[config.mk]
export PLATFORM = sky130hd
export DESIGN_NAME = mix_columns
export DESIGN_NICKNAME = d
export VERILOG_FILES = /design/src/rtl/aes_pkg.sv /design/src/rtl/mix_single_column.sv /design/src/rtl/mix_columns.sv
export SDC_FILE = /design/constraint.sdc
export NUM_CORES = 1
export LEC_CHECK = 0
export ABC_CLOCK_PERIOD_IN_PS = 1800
export CORE_MARGIN = 2
export CORE_UTILIZATION = 50
export CTS_CLUSTER_DIAMETER = 80
export DETAILED_ROUTE_END_ITERATION = 7
export PLACE_DENSITY = 0.94
export RECOVER_POWER = 25
export SLEW_MARGIN = 20
export SYNTH_ARGS = -nofsm -noshare
export SYNTH_HDL_FRONTEND = slang
export SYNTH_HIERARCHICAL = 1
export SYNTH_SLANG_ARGS = --single-unit
[constraint.sdc]
create_clock -name clk -period 1.8 [get_ports clk]
set_input_delay 0.18 -clock clk [delete_from_list [all_inputs] [get_ports clk]]
set_output_delay 0.18 -clock clk [all_outputs]
set_load 0.005 [all_outputs]
[src/rtl/aes_pkg.sv]
// Shared AES types and GF(2^8) helpers for the round datapath.
package aes_pkg;

  localparam logic [7:0] AES_POLY_RED = 8'h1B;

  typedef logic [127:0] aes_state_t;
  typedef logic [31:0]  aes_word_t;

  // Multiply by 2 modulo x^8 + x^4 + x^3 + x + 1.
  function automatic logic [7:0] gf_xtime(input logic [7:0] b);
    return {b[6:0], 1'b0} ^ (b[7] ? AES_POLY_RED : 8'h00);
  endfunction

  function automatic logic [7:0] gf_mul3(input logic [7:0] b);
    return gf_xtime(b) ^ b;
  endfunction

endpackage

[src/rtl/mix_single_column.sv]
// Combinational MixColumns transform of one 32-bit column; row 0 is the top byte.
module mix_single_column
  import aes_pkg::*;
(
  input  aes_word_t col_in,
  output aes_word_t col_out
);

  logic [7:0] s0, s1, s2, s3;

  assign s0 = col_in[31:24];
  assign s1 = col_in[23:16];
  assign s2 = col_in[15:8];
  assign s3 = col_in[7:0];

  assign col_out[31:24] = gf_xtime(s0) ^ gf_mul3(s1) ^ s2 ^ s3;
  assign col_out[23:16] = s0 ^ gf_xtime(s1) ^ gf_mul3(s2) ^ s3;
  assign col_out[15:8]  = s0 ^ s1 ^ gf_xtime(s2) ^ gf_mul3(s3);
  assign col_out[7:0]   = gf_mul3(s0) ^ s1 ^ s2 ^ gf_xtime(s3);

endmodule

[src/rtl/mix_columns.sv]
// Registered AES MixColumns stage with bypass for the final round.
module mix_columns
  import aes_pkg::*;
(
  input  logic         clk,
  input  logic         rst,
  input  logic         enable,
  input  logic [127:0] dataIn,
  output logic [127:0] dataOut
);

  aes_state_t mixed;
  aes_state_t data_d;
  aes_state_t data_q;

  for (genvar c = 0; c < 4; c++) begin : g_col
    mix_single_column u_col (
      .col_in  (dataIn[127-32*c -: 32]),
      .col_out (mixed[127-32*c -: 32])
    );
  end

  always_comb begin
    data_d = dataIn;
    if (enable) begin
      data_d = mixed;
    end
  end

  always_ff @(posedge clk) begin
    if (rst) begin
      data_q <= '0;
    end else begin
      data_q <= data_d;
    end
  end

  assign dataOut = data_q;

endmodule

==> implementation parameters <==
Parameter                              Value

Logic synthesis
  Synth Instances ... 736
  Synthesized area ... 0.0100 mm2
  Synth warnings ... 6
  Library cell with the largest summed area after synthesis ... sky130_fd_sc_hd__xnor3_1
  Share of synthesized area occupied by flip-flops and latches ... 25.6%
  Distinct cell type count of the synthesized netlist ... 16
  Total nets after synthesis ... 867
  Synth Area in Compound Gates ... 0%
  Multiplexer area fraction after synthesis ... 12.8%
  Adder-cell area share of the yosys netlist ... 0%
  Combinational family with the most area after synthesis ... XOR/XNOR gates
  Post-synthesis xor/xnor area fraction ... 52.1%
  Leading cell types by total area after synthesis ... sky130_fd_sc_hd__xnor3_1 (28%), sky130_fd_sc_hd__dfxtp_1 (26%), sky130_fd_sc_hd__mux2i_1 (13%), sky130_fd_sc_hd__xor3_1 (9.5%), sky130_fd_sc_hd__xnor2_1 (6.0%)
  Post-synthesis average cell area ... 13.6 um2
  Fraction of the mapped netlist area in simple logic gates ... 4.80%
  Area share of the largest cell type after synthesis ... 27.9%
  Post-synthesis register bit count ... 128

Cells and area
  Cell Count, Final, Fillers Out ... 1398
  Area of the multi-input gates ... 0.00693 mm2
  Layout Cell Area excl Fill ... 0.0143 mm2
  Flip-flop count of the largest register after layout ... 128
  Leading cell type in the layout, fill and taps excluded ... sky130_fd_sc_hd__clkdlybuf4s50_1
  Sequential cell area ... 0.00256 mm2
  Commonest cells after routing, fill and taps aside ... sky130_fd_sc_hd__clkdlybuf4s50_1 (227), sky130_fd_sc_hd__buf_4 (135), sky130_fd_sc_hd__mux2i_1 (128), sky130_fd_sc_hd__nor2_1 (128), sky130_fd_sc_hd__dfxtp_1 (128)
  Filler cell count in the final layout ... 1229
  Ratio of cells with drive above 1 in the final layout ... 17.1%
  Utilization after layout ... 73.4%
  Total number of nets in the final design ... 1251
  Area Growth Syn to Fin ... 43.2%

Routing
  Routed length per placed instance ... 18.8 um
  Via density per instance ... 4.97
  DRC violations left ... 0
  Vias post-DR ... 6951
  Wire length reported by the detailed router ... 26300 um
  Detailed Routing Iterations Pass 1 ... 4
  Iteration-0 DRC count of the detailed router ... 277
  Antenna Violating Nets Remaining ... 0

Pwr
  Ratio of total power to cell area ... 820 mW/mm2
  Logic pwr share ... 39.8%
  Leakage power ... 7.22 nW
  VDD IR max ... 656 uV
  Net Sw Power ... 3.18 mW
  Total Power ... 11.7 mW
  Clock power frac ... 31.8%
  Switching Fraction ... 27.1%
  Sequential group share of total power ... 28.4%
  Internal Dissipation ... 8.57 mW

Clock tree
  Post-cts repair resize count ... 0
  Number of levels in the clock H-tree ... 4
  Worst-case clock buffer depth ... 2
  Clock tree from TritonCTS ... yes
  Sinks on Clock Net ... 128
  Hold bufs inserted after CTS ... 0
  Number of clock buffers inserted by TritonCTS ... 17
  Setup Buffers After CTS ... 0
  Clock Tree Root ... sky130_fd_sc_hd__clkbuf_16
  Clock slew at the register clock pins of the worst setup and hold paths ... 0.06 ns

Die
  Die area ... 0.0212 mm2
  Core Footprint ... 0.0195 mm2
  Die width ... 145 um
  Placement Rows ... 51
  Starting density of the core ... 51.2%
  Vertical extent of the die ... 145 um
  Top-level I/O count ... 259

STA
  Timing-limited maximum frequency ... 605 MHz
  Number of pins exceeding their max-slew limit in the final report ... 0
  Setup-failing EPs final ... 0
  Hold Violations, Final ... 0
  Period Utilization, post-route ... 91.8%
  Post-route minimum period ... 1.65 ns
  Least setup slack across all paths after layout ... 0.148 ns
  Max_slew headroom ... 63.8%
  Tightest Pin Transition ... 0.539 ns
  Setup repair after global routing missed its margin ... false

Min path
  Hold crit path type ... in -> reg

Placement
  Placed wire-length estimate ... 20100 um
  Port buffer count ... 258
  Cell Count Post-Placement ... 1366
  Area of placed instances ... 0.0138 mm2
  Pre-CTS setup slack ... -0.176 ns
  GPL Wtd Cong ... 0.842

GRT
  Initial antenna violation count ... 1
  Total overflow reported by the global router ... 0
  Pin count of the biggest net entering global routing ... 79
  Total routing usage reported by global routing ... 25.1%
  Global-route wire length before repair ... 41600 um
  Via count of the first global-routing pass ... 7692

Worst setup path
  Worst Setup Path Type ... in -> reg
  Startpoint types ... input port
  Crit. End Element ... flop
  Data arrival, critical path ... 1.95 ns
  Crit path largest cell delay ... 0.64 ns
  Cell with the largest stage delay on the worst path ... sky130_fd_sc_hd__dlygate4sd3_1
  Required time worst endpoint ... 2.10 ns
  Max FO, Critical Path ... 5
  Cell Chain, Critical Path ... dlygate4sd3_1, clkbuf_1, xor3_1, xnor3_1, mux2i_1, nor2_1

Outcome
  Outcome ... finished, final reports clean

Flow run
  Max-cap check violation count ... 0
==> through the flow <==
| step | hold slack, ns | TNS (ns) |
|---|---|---|
| floorplan | 0.324 | 0 |
| global placement | 0.653 | -0.227 |
| detailed placement | 0.657 | -2.51 |
| CTS | 0.213 | 0 |
| global route | 0.223 | 0 |
| finish | 0.219 | 0 |
==> worst max-delay path: cells and delay by family <==
kind                   cells  cell delay (ns)
XOR/XNOR                   2             0.58
multiplexers               1             0.17
AND/OR/NAND/NOR            1             0.07
buffers and inverters      2             0.96
==> per-layer routing <==
layer	track usage (%)	wire length, um	part of all wire, %
met5	0	0	0
met4	9.36	714	2.7
met3	5.05	1270	4.8
met2	46.3	13900	53
met1	28.8	10400	40
==> final timing paths <==
check           end  cells after the start  slack [ns]       start
max     dataOut[52]                      6        0.15  dataIn[47]
min    dataOut[109]                      3        0.22         rst
==> cells in the mapped netlist <==
cell	instances
sky130_fd_sc_hd__buf_4	8
sky130_fd_sc_hd__xor3_2	4
sky130_fd_sc_hd__xnor2_1	68
sky130_fd_sc_hd__nor2_1	128
sky130_fd_sc_hd__clkbuf_1	11
sky130_fd_sc_hd__dfxtp_1	128
sky130_fd_sc_hd__xor3_1	40
sky130_fd_sc_hd__mux2i_1	128
sky130_fd_sc_hd__buf_2	15
sky130_fd_sc_hd__xnor3_1	124
sky130_fd_sc_hd__xnor2_4	8
sky130_fd_sc_hd__xor2_1	52
sky130_fd_sc_hd__xnor3_2	4
sky130_fd_sc_hd__buf_6	1
sky130_fd_sc_hd__clkbuf_2	4
sky130_fd_sc_hd__buf_12	13
==> cell families (layout without fill, tap and decap cells) <==
logic type,Yosys count,count (layout)
XOR/XNOR,300,300
AND/OR/NAND/NOR,128,128
multiplexers,128,128
buffers and inverters,52,448
flip-flops,128,128
other,0,1
==> layout make-up <==
type / count / area share, %
Clock inverter: 12 / 1.28
Timing Repair Buffer: 417 / 27.0
Antenna cell: 1 / 0.0175
Tap cell: 265 / 2.32
Sequential cell: 128 / 17.9
Clock buffer: 19 / 3.09
Multi-Input combinational cell: 556 / 48.4
==> power groups by stage <==
stage,logic [mW],clock network (mW),registers [mW]
final,4.67,3.74,3.33
after global routing,4.96,3.93,3.36
after CTS,4.74,3.81,3.33
after detailed placement,4.68,0,3.39
after global placement,4.50,0,3.38
after floorplan,2.71,0,3.41
No activity file was read; power rests on OpenSTA's default activity.
